`config.mk`:
```
export PLATFORM = sky130hd
export DESIGN_NAME = axis_slave_capture
export DESIGN_NICKNAME = d
export VERILOG_FILES = /design/src/rtl/axis_slave_capture.sv
export SDC_FILE = /design/constraint.sdc
export NUM_CORES = 1
export LEC_CHECK = 0
export ABC_AREA = 1
export BUFFER_PORTS_ARGS = -buffer_cell sky130_fd_sc_hd__buf_2
export CAP_MARGIN = 20
export CORE_ASPECT_RATIO = 1.2
export CORE_MARGIN = 4
export CORE_UTILIZATION = 45
export CTS_BUF_LIST = sky130_fd_sc_hd__clkbuf_8
export CTS_CLUSTER_DIAMETER = 200
export DETAILED_ROUTE_END_ITERATION = 8
export PLACE_DENSITY = 0.58
export RECOVER_POWER = 50
export SLEW_MARGIN = 20
export SYNTH_ARGS = -nofsm -noshare
export SYNTH_HDL_FRONTEND = slang
export SYNTH_SLANG_ARGS = --single-unit
```
`constraint.sdc`:
```
create_clock -name clk -period 2.6 [get_ports clk]
set_input_delay 0.52 -clock clk [delete_from_list [all_inputs] [get_ports clk]]
set_output_delay 0.52 -clock clk [all_outputs]
set_load 0.02 [all_outputs]
```
`src/rtl/axis_slave_capture.sv`:
```
// AXI-Stream slave that captures one fixed-length burst into a word buffer,
// checks tlast framing, and exposes the buffer through a registered read port.
module axis_slave_capture #(
  parameter int data_width  = 32,
  parameter int trans_width = 4,
  parameter int trans_lenth = 2**trans_width
) (
  input  logic                   clk,
  input  logic                   rst,
  input  logic [data_width-1:0]  s_data,
  input  logic                   s_valid,
  input  logic                   s_tlast,
  output logic                   s_ready,
  input  logic                   en,
  output logic                   done,
  output logic                   err_early,
  output logic                   err_late,
  output logic [trans_width:0]   word_cnt,
  input  logic [trans_width-1:0] rd_addr,
  output logic [data_width-1:0]  rd_data
);

  typedef enum logic [1:0] {IDLE, RECV, DONE} state_t;

  localparam logic [trans_width-1:0] LAST_IDX = trans_width'(trans_lenth - 1);

  state_t                  r_state;
  logic [trans_width-1:0]  r_cnt;
  logic                    r_ready;
  logic                    r_done;
  logic                    r_err_early;
  logic                    r_err_late;
  logic [trans_width:0]    r_word_cnt;
  logic [data_width-1:0]   r_rd_data;
  logic [data_width-1:0]   r_buf [trans_lenth];

  logic                    w_beat;
  logic                    w_last_idx;

  assign w_beat     = s_valid && r_ready;
  assign w_last_idx = (r_cnt == LAST_IDX);

  // Capture FSM, framing checks, buffer writes and registered read port
  always_ff @(posedge clk) begin
    if (!rst) begin
      r_state     <= IDLE;
      r_cnt       <= '0;
      r_ready     <= 1'b0;
      r_done      <= 1'b0;
      r_err_early <= 1'b0;
      r_err_late  <= 1'b0;
      r_word_cnt  <= '0;
      r_rd_data   <= '0;
      for (int unsigned i = 0; i < trans_lenth; i++) begin
        r_buf[i] <= '0;
      end
    end else begin
      // Read samples the pre-edge buffer, so a same-index capture returns the old word
      r_rd_data <= r_buf[rd_addr];
      unique case (r_state)
        IDLE, DONE: begin
          if (en) begin
            r_state     <= RECV;
            r_ready     <= 1'b1;
            r_cnt       <= '0;
            r_word_cnt  <= '0;
            r_done      <= 1'b0;
            r_err_early <= 1'b0;
            r_err_late  <= 1'b0;
          end
        end
        RECV: begin
          if (w_beat) begin
            r_buf[r_cnt] <= s_data;
            r_cnt        <= r_cnt + 1'b1;
            r_word_cnt   <= r_word_cnt + 1'b1;
            // Dropping ready at the final-beat edge guarantees no surplus beat
            if (s_tlast || w_last_idx) begin
              r_ready     <= 1'b0;
              r_done      <= 1'b1;
              r_err_early <= s_tlast && !w_last_idx;
              r_err_late  <= !s_tlast && w_last_idx;
              r_state     <= DONE;
            end
          end
        end
        default: r_state <= IDLE;
      endcase
    end
  end

  assign s_ready   = r_ready;
  assign done      = r_done;
  assign err_early = r_err_early;
  assign err_late  = r_err_late;
  assign word_cnt  = r_word_cnt;
  assign rd_data   = r_rd_data;

endmodule

```
==> results of run 1 <==
[report_power, final]
part	internal, mW	leakage, nW	total (mW)	switching (mW)
Clock	3.74	0.991	7.31	3.58
Sequential	10.1	5.67	10.2	0.116
Combinational	0.419	5.96	1.67	1.25
[cells in the mapped netlist, types with 2 or more instances]
cell type / instances / area, um^2
edfxtp_1: 512 / 15400
o211ai_1: 2 / 15.0
clkbuf_1: 128 / 480
inv_1: 308 / 1160
buf_1: 22 / 82.6
nor2_1: 521 / 1960
inv_2: 3 / 11.3
nor2_2: 2 / 12.5
nor3_1: 3 / 15.0
a21oi_1: 37 / 185
buf_2: 43 / 215
nand2_1: 822 / 3090
nand3_1: 332 / 1660
a22oi_1: 2 / 15.0
ha_1: 5 / 62.6
dfxtp_1: 47 / 941
xor2_1: 2 / 17.5
o21ai_0: 3 / 15.0
nor2_4: 3 / 33.8
[metrics by stage]
step                      power (mW)  cell area, um^2  hold WS (ps)  cells
after detailed placement        12.1            26900           469   3500
final                           19.2            28500           163   3669
after global routing            20.0            28500           175   3669
after global placement          12.1            26900           452   3500
after floorplan                 11.4            25400           490   2801
after CTS                       19.4            28600           122   3668
[metal layers]
| metal | wire length, um | up-vias |
|---|---|---|
| met2 | 39000 | 793 |
| met3 | 5330 | 176 |
| met1 | 31400 | 9521 |
| li1 | - | 9035 |
| met4 | 2780 | 0 |
| met5 | 0 | - |
[state kept, by name, summed over array words and instances (netlist names)]
signal and count:
word_cnt 5, r_cnt 4, r_state 2, err_early 1, err_late 1, done 1, r_buf 512, rd_data 32
s_ready 1
[final cells by class]
| cell class | count | area, um^2 | share of cell area |
|---|---|---|---|
| clock inverters | 65 | 315 | 0.0111 |
| multi-input cells | 1738 | 7160 | 0.251 |
| flip-flops and latches | 559 | 16300 | 0.573 |
| diodes | 1 | 2.50 | 0.0000879 |
| clock buffers | 103 | 1420 | 0.0498 |
| repair buffers | 165 | 1180 | 0.0414 |
| inverters | 311 | 1180 | 0.0414 |
| well taps | 727 | 910 | 0.0319 |
[worst min-delay path by stage]
| stage | startpoint | end | slack (ps) | depth (start not counted) |
|---|---|---|---|---|
| after detailed placement | done | done | 470 | 2 |
| after global placement | err_early | err_early | 450 | 2 |
| final | s_tlast | err_early | 160 | 3 |
| after global routing | s_tlast | err_early | 180 | 3 |
| after floorplan | r_state[1] | r_state[1] | 490 | 2 |
| after CTS | s_tlast | err_early | 120 | 3 |
[cells by family (layout without fill, tap and decap cells)]
kind of cell	Yosys count	after routing	share of synthesized area
adders and majority gates	5	5	0.00246
other	0	1	0
AOI/OAI and AO/OA	44	44	0.00907
buffers and inverters	504	644	0.0767
DFF	559	559	0.643
and+or+nand+nor	1687	1687	0.268
xor gates and xnor gates	2	2	0.000690
[worst max-delay path: stages, from the launching register on]
cell and delay (ps):
dfxtp_1 350, inv_1 70, nor2_4 150, inv_2 100
nor2_8 150, nand2_4 80, nor2_2 210, nand2_2 90
clkbuf_2 630, nor2_1 270
==> run metrics, run 1 <==
Post-CTS Hold Fix Bufs 0; met2 Use GR 0.449; startpoint types flip-flop; initial core utilization 0.454; commonest non-fill, non-tap cell in the layout nand2_1; CTS tree done; Worst-path clk slew around 60 ps; later-pin clock latency in the skew report around 690 ps; row cnt 95; CTS buffer count 90; Via Count ~20,000; RSZ-0062 raised after global routing no; Peak Freq about 0.44 GHz; R2R Path End r_buf[2][16]; DRC 0; required time of the critical path between 3000 and 4000 ps; share of layout cells above drive strength 1 0.0921; drt wl/cell approximately 21 um; P per Cell Area roughly 670 nW/um^2; library cells used by synthesis 23; Top Ports 82; most frequent cells in the layout nand2_1 (800), nor2_1 (524), edfxtp_1 (512); # Post-CTS Setup Buffers 0; synthesized area per cell around 9 um^2; Final Max Slew Viols 0; sequential share of the synthesized area 0.643; setup TNS 0 ps; post-layout min period ~2300 ps; IO buf count 81; ys flop type edfxtp_1; Fill cells 5,311; VDD IR-drop max ~380 uV; grt total ovfl 0; Worst-Margin Slew 1190 ps; register bit count reported by yosys 559; number of global-route vias before repair 19,400; DIE AREA ~60,000 um^2; Critical Path Source r_state[0]; final setup vio count 0; GRT Util Overall 0.260; dpl hpwl 46.1 mm; antenna violations before repair 1; die width 225 um; met1 GRT Util 0.337; CP endpoint r_buf[2][16]; R2R depth 9; PostCTS Resize Cnt 0; Mapped Area about 25,000 um^2; layer with the highest usage met2; Slew headroom 0.207; Max clock buf depth 3; CP Class flip-flop to flip-flop; clk_skew around 28 ps; syn nets ~2,800; Initial DRT Pass Iterations 7; Die Y ~270 um; Max Cap Viol 0; largest net degree at the start of global routing 84; final core utilization 0.510; vias per cell around 5.3; core area between 50,000 and 60,000 um^2; Post-Synthesis Cells around 2,800; grt met3 use 0.0340; clk root buf clkbuf_8; Synth Warn # 0; worst-path maximum fanout 32; post-route ant nets 0; H-tree lvl count 3; Leakage between 10 and 15 nW; period utilisation layout 0.882; GP Congestion ~0.83; first-pass GRT wire length between 100 and 150 mm; WP data arrival around 2800 ps; R2R Path Start r_state[0]; Setup WS post-layout 308 ps; crit end category flip-flop; Hold Fails Final Rpt 0; initial drt markers between 1,500 and 2,000; Area Overhead vs Synth 12.2%; pre-CTS setup slack 364 ps; number of flops mapped to enable cells by yosys 512; CTS Sinks about 560; final net count approximately 2,900; worst hold path type input pin to flip-flop; status complete, no violations; final wirelength just under 80 mm; worst reg-to-reg setup slack 310 ps; Synth async-reset ratio 0
(Power assumes the default switching activity.)
==> run 2, diff against run 1 <==
CORE_MARGIN = 10   (was 4)
CTS_CLUSTER_SIZE = 14   (was unset)
SLEW_MARGIN = unset   (was 20)
==> run 2 against run 1 <==
  * Hold slack worse by 25 ps
  * Register-to-register slack better by 80 ps
  * Sequential cell count stayed put
  * Critical path type is now input pin to flip-flop
==> run metrics, run 2 (same netlist as run 1, synthesis figures left out) <==
final setup vio count 0 (unchanged); grt total ovfl 0 (unchanged); startpoint types input pin (was flip-flop); final wirelength 78.9 mm (was 78.5 mm); worst-path maximum fanout 104 (was 32); number of global-route vias before repair 18,700 (was 19,400); RSZ-0062 raised after global routing no (unchanged); total power 16.6 mW (was 19.2 mW); GP Congestion 0.858 (was 0.832); PostCTS Resize Cnt 0 (unchanged); worst reg-to-reg setup slack 390 ps (was 310 ps); P per Cell Area 604 nW/um^2 (was 675 nW/um^2); CTS tree done (unchanged); Max Cap Viol 0 (unchanged); drt wl/cell 22.0 um (was 21.4 um); Top Ports 82 (unchanged); Initial DRT Pass Iterations 6 (was 7); CTS Sinks 559 (unchanged); clk root buf clkbuf_8 (unchanged); commonest non-fill, non-tap cell in the layout nand2_1 (unchanged); CP Class input pin to flip-flop (was flip-flop to flip-flop); Worst-Margin Slew 1370 ps (was 1190 ps); WP data arrival 2750 ps (was 2800 ps); CTS buffer count 45 (was 90); final net count 2,857 (was 2,911); worst hold path type input pin to flip-flop (unchanged); Worst-path clk slew 90 ps (was 60 ps); row cnt 95 (unchanged); Max clock buf depth 3 (unchanged); initial core utilization 0.453 (was 0.454); clk_skew 26.6 ps (was 28.5 ps); status complete, no violations (unchanged); most frequent cells in the layout nand2_1 (806), nor2_1 (522), edfxtp_1 (512) (was nand2_1 (800), nor2_1 (524), edfxtp_1 (512)); WL met1 31.1 mm (was 31.4 mm); post-route ant nets 0 (unchanged); vias per cell 5.33 (was 5.32); later-pin clock latency in the skew report 680 ps (was 690 ps); Fill cells 5,325 (was 5,311); GRT Util Overall 0.234 (was 0.260); # Post-CTS Setup Buffers 0 (unchanged); crit end category flip-flop (unchanged); metal3 WL 5.12 mm (was 5.33 mm); dpl hpwl 47.2 mm (was 46.1 mm); Via Count 19,100 (was 19,500); period utilisation layout 0.852 (was 0.882); required time of the critical path 3130 ps (was 3110 ps); Die Y 280 um (was 268 um); Leakage 12.1 nW (was 12.6 nW); DIE AREA 66,300 um^2 (was 60,300 um^2); Slew headroom 0.0880 (was 0.207); top sig layer met4 (unchanged); H-tree lvl count 2 (was 3); post-layout min period 2220 ps (was 2290 ps); VDD IR-drop max 402 uV (was 380 uV); Area Overhead vs Synth 8.49% (was 12.2%); Top reg by flops r_buf (unchanged); initial drt markers 2,268 (was 1,953); IO buf count 81 (unchanged); core area 56,000 um^2 (was 55,900 um^2); max FFs per register 512 (unchanged); setup TNS 0 ps (unchanged); die width 237 um (was 225 um); Hold Fails Final Rpt 0 (unchanged); antenna violations before repair 1 (unchanged); Post-CTS Hold Fix Bufs 0 (unchanged); largest net degree at the start of global routing 105 (was 84); Peak Freq 0.451 GHz (was 0.436 GHz); WL met2 39.5 mm (was 39.0 mm); DRC 0 (unchanged); first-pass GRT wire length 118 mm (about the same); share of layout cells above drive strength 1 0.0660 (was 0.0921); Final Max Slew Viols 0 (unchanged)
run 2: cell count changes in the layout (fill, tap and decap cells not counted), moves of 5 or more:
| cell | delta |
|---|---|
| nand2_1 | +6 |
| clkbuf_2 | -6 |
| inv_1 | +9 |
| clkbuf_8 | -56 |
| clkinv_2 | -14 |
| nand2_2 | -6 |
| clkinv_1 | -17 |
| clkbuf_1 | -5 |
run 2: final cells by class:
cell class,count,area [um^2],area share
Tap cell,727,910,0.0330
Multi-Input combinational cell,1738,7160,0.260
Sequential cell,559,16300,0.593
Clock buffer,47,647,0.0235
Inverter,311,1180,0.0428
Antenna cell,1,2.50,0.0000909
Clock inverter,37,143,0.00518
Timing Repair Buffer,156,1180,0.0430
run 2: power breakdown:
| group | switching [mW] | internal, mW |
|---|---|---|
| registers | 0.116 | 10.1 |
| logic | 1.27 | 0.423 |
| clock network | 3.04 | 1.69 |
| total | 4.43 | 12.2 |
run 2: metal layers:
| layer | vias to the layer above | global-route usage |
|---|---|---|
| met4 | 0 | 0.0927 |
| met3 | 141 | 0.0313 |
| met2 | 763 | 0.404 |
| li1 | 8875 | - |
| met1 | 9272 | 0.291 |
| met5 | - | 0 |
run 2: through the flow:
step / worst slack, ps / hold slack [ps] / cells / util / cell area, um^2
6_report: 384 / 138 / 3576 / 0.492 / 27500
5_1_grt: 229 / 123 / 3576 / 0.492 / 27500
4_1_cts: 573 / 95.3 / 3575 / 0.494 / 27700
3_5_place_dp: 462 / 471 / 3491 / 0.480 / 26900
3_3_place_gp: 489 / 458 / 3491 / 0.480 / 26900
2_1_floorplan: 131 / 490 / 2801 / - / 25400
run 2: worst paths after layout:
check | startpoint | end | cells past startpoint
worst max-delay path | rd_addr[0] | rd_data[20] | 8
worst min-delay path | s_tlast | err_early | 3
worst max register to register | r_state[1] | r_buf[13][17] | 8
worst min register to register | err_early | err_early | 2
run 2: critical path: stages:
cell and delay [ps]:
clkbuf_8 170, clkbuf_4 990, nand2_1 120, nand2_1 120, nand2_1 50, nand3_1 200
nand3_1 110, a21oi_1 320
==> run 3, diff against run 2 <==
CORE_UTILIZATION = 40   (was 45)
PLACE_DENSITY = 0.52   (was 0.58)
==> run 3 against run 2 <==
  * Cell area is 0.79% higher
  * Clock skew down 0.76 ps
  * Critical path depth grew 2
  * Utilization down 5.2 points
  * Sequential share of layout area is 0.46 points lower
  * Clock-buffer cell count is the same
  * Via count is 0.72% lower
  * Hold slack better by 19 ps
  * Global-route usage shrank 2.1 points
  * Clock power about the same
==> run metrics, run 3 (same netlist as run 1, synthesis figures left out) <==
VDD IR-drop max 353 uV (was 402 uV); most frequent cells in the layout nand2_1 (799), nor2_1 (525), edfxtp_1 (512) (was nand2_1 (806), nor2_1 (522), edfxtp_1 (512)); Leakage 12.2 nW (was 12.1 nW); crit end category flip-flop (unchanged); post-route ant nets 0 (unchanged); share of layout cells above drive strength 1 0.0707 (was 0.0660); Final Max Slew Viols 0 (unchanged); CP bufs+invs 4 (was 2); DP Area 27,100 um^2 (was 26,900 um^2); Crit path depth 10 (was 8); worst-path maximum fanout 51 (was 104); clk_skew 25.8 ps (was 26.6 ps); Fill cells 6,221 (was 5,325); CTS buffer count 45 (unchanged); non-filler instance count after layout 3,684 (was 3,576); register area 16,300 um^2 (unchanged); worst hold path type input pin to flip-flop (unchanged); GP Congestion 0.809 (was 0.858); final setup vio count 0 (unchanged); worst hold margin 157 ps (was 138 ps); number of global-route vias before repair 18,700 (about the same); grt met3 use 0.0271 (was 0.0313); Max clock buf depth 3 (unchanged); startpoint types input pin (unchanged); largest net degree at the start of global routing 80 (was 105); met1 GRT Util 0.285 (was 0.291); final core utilization 0.440 (was 0.492); H-tree lvl count 2 (unchanged); required time of the critical path 3200 ps (was 3130 ps); # Post-CTS Setup Buffers 0 (unchanged); final wirelength 79.7 mm (was 78.9 mm); Hold Fails Final Rpt 0 (unchanged); commonest non-fill, non-tap cell in the layout nand2_1 (unchanged); first-pass GRT wire length 118 mm (about the same); IO buf count 81 (unchanged); Worst-path clk slew 90 ps (about the same); antenna violations before repair 1 (unchanged); DIE AREA 74,000 um^2 (was 66,300 um^2); CP most frequent cell nand2_1 (unchanged); Area Overhead vs Synth 9.35% (was 8.49%); Worst Hold Depth 3 (unchanged); clk root buf clkbuf_8 (unchanged); later-pin clock latency in the skew report 680 ps (about the same); Initial DRT Pass Iterations 5 (was 6); area occupied by multi-input gates 7160 um^2 (unchanged); WP data arrival 2880 ps (was 2750 ps); RSZ-0062 raised after global routing no (unchanged); grt total ovfl 0 (unchanged); CP Class input pin to flip-flop (unchanged); Post-CTS Hold Fix Bufs 0 (unchanged); Max Cap Viol 0 (unchanged); dpl hpwl 46.0 mm (was 47.2 mm); Peak Freq 0.439 GHz (was 0.451 GHz); core area 63,100 um^2 (was 56,000 um^2); initial drt markers 1,678 (was 2,268); Worst-Margin Slew 1310 ps (was 1370 ps); P per Cell Area 598 nW/um^2 (was 604 nW/um^2); CP max stage cell clkbuf_2 (was clkbuf_4); initial core utilization 0.402 (was 0.453); R2R depth 9 (was 8); met2 Use GR 0.354 (was 0.404); Inst Count DP 3,600 (was 3,491); DRC 0 (unchanged); delay-heaviest family, CP buffers and inverters (unchanged); Top Ports 82 (unchanged); fin area 27,800 um^2 (was 27,500 um^2); setup TNS 0 ps (unchanged); row cnt 101 (was 95); layer with the highest usage met2 (unchanged); drt wl/cell 21.6 um (was 22.0 um); CTS Sinks 559 (unchanged); status complete, no violations (unchanged); Top reg by flops r_buf (unchanged); CP max stage delay 870 ps (was 990 ps); PostCTS Resize Cnt 0 (unchanged); post-layout min period 2280 ps (was 2220 ps); Via Count 18,900 (was 19,100); period utilisation layout 0.876 (was 0.852); GRT Util Overall 0.212 (was 0.234); Slew headroom 0.129 (was 0.0880); max FFs per register 512 (unchanged); Die Y 296 um (was 280 um); die width 250 um (was 237 um); CTS tree done (unchanged); worst-path cell chain clkbuf_8 -> inv_8 -> clkbuf_2 -> clkbuf_1 -> nand2_1 -> nand2_1 -> nand2_1 -> nand3_1 -> nand3_1 -> a21oi_1 (was clkbuf_8 -> clkbuf_4 -> nand2_1 -> nand2_1 -> nand2_1 -> nand3_1 -> nand3_1 -> a21oi_1); vias per cell 5.13 (was 5.33); final net count 2,869 (was 2,857)
==> run 3: changes by cell type in the layout (fill, tap and decap cells not counted), moves of 2 or more <==
cell,delta
buf_2,+4
nand2_2,+7
nand2_1,-7
nor2_1,+3
clkbuf_1,+4
nor2_4,-2
buf_12,+3
inv_1,-2
inv_2,+2
==> run 3: metal layers <==
metal | routed length, um | up-vias
met5 | 0 | -
met3 | 4790 | 112
met1 | 34400 | 9342
met4 | 2160 | 0
met2 | 38300 | 567
li1 | - | 8892
==> run 3: layout make-up <==
cell class / count / share of cell area
antenna: 1 / 0.0000902
multi-input combinational: 1738 / 0.258
timing repair buffer: 168 / 0.0463
sequential: 559 / 0.588
clock buffer: 47 / 0.0233
inverter: 311 / 0.0424
tap: 824 / 0.0372
clock inverter: 36 / 0.00500
==> run 3: stage by stage <==
step / worst slack, ps / power [mW]
floorplan: 131 / 11.4
global placement: 370 / 12.1
detailed placement: 360 / 12.1
CTS: 570 / 16.7
global route: 227 / 17.2
finish: 321 / 16.6
==> run 3: worst paths after layout <==
kind / slack (ps) / from / end
worst min-delay path: 160 / s_tlast / err_early
worst max-delay path: 320 / rd_addr[0] / rd_data[20]
worst min register to register: 480 / err_late / err_late
worst max register to register: 350 / r_state[0] / r_buf[10][14]
==> run 3: where the power goes <==
group | internal, mW | leakage, nW | switching, mW
Clock | 1.69 | 0.525 | 3.03
Combinational | 0.434 | 6.00 | 1.24
Sequential | 10.1 | 5.67 | 0.115
==> run 3: worst min-delay path: cells and delay by family <==
| family | cells | cell delay (ps) |
|---|---|---|
| buffers and inverters | 1 | 110 |
| AND/OR/NAND/NOR | 1 | 70 |
| AO/OA/AOI/OAI | 1 | 70 |
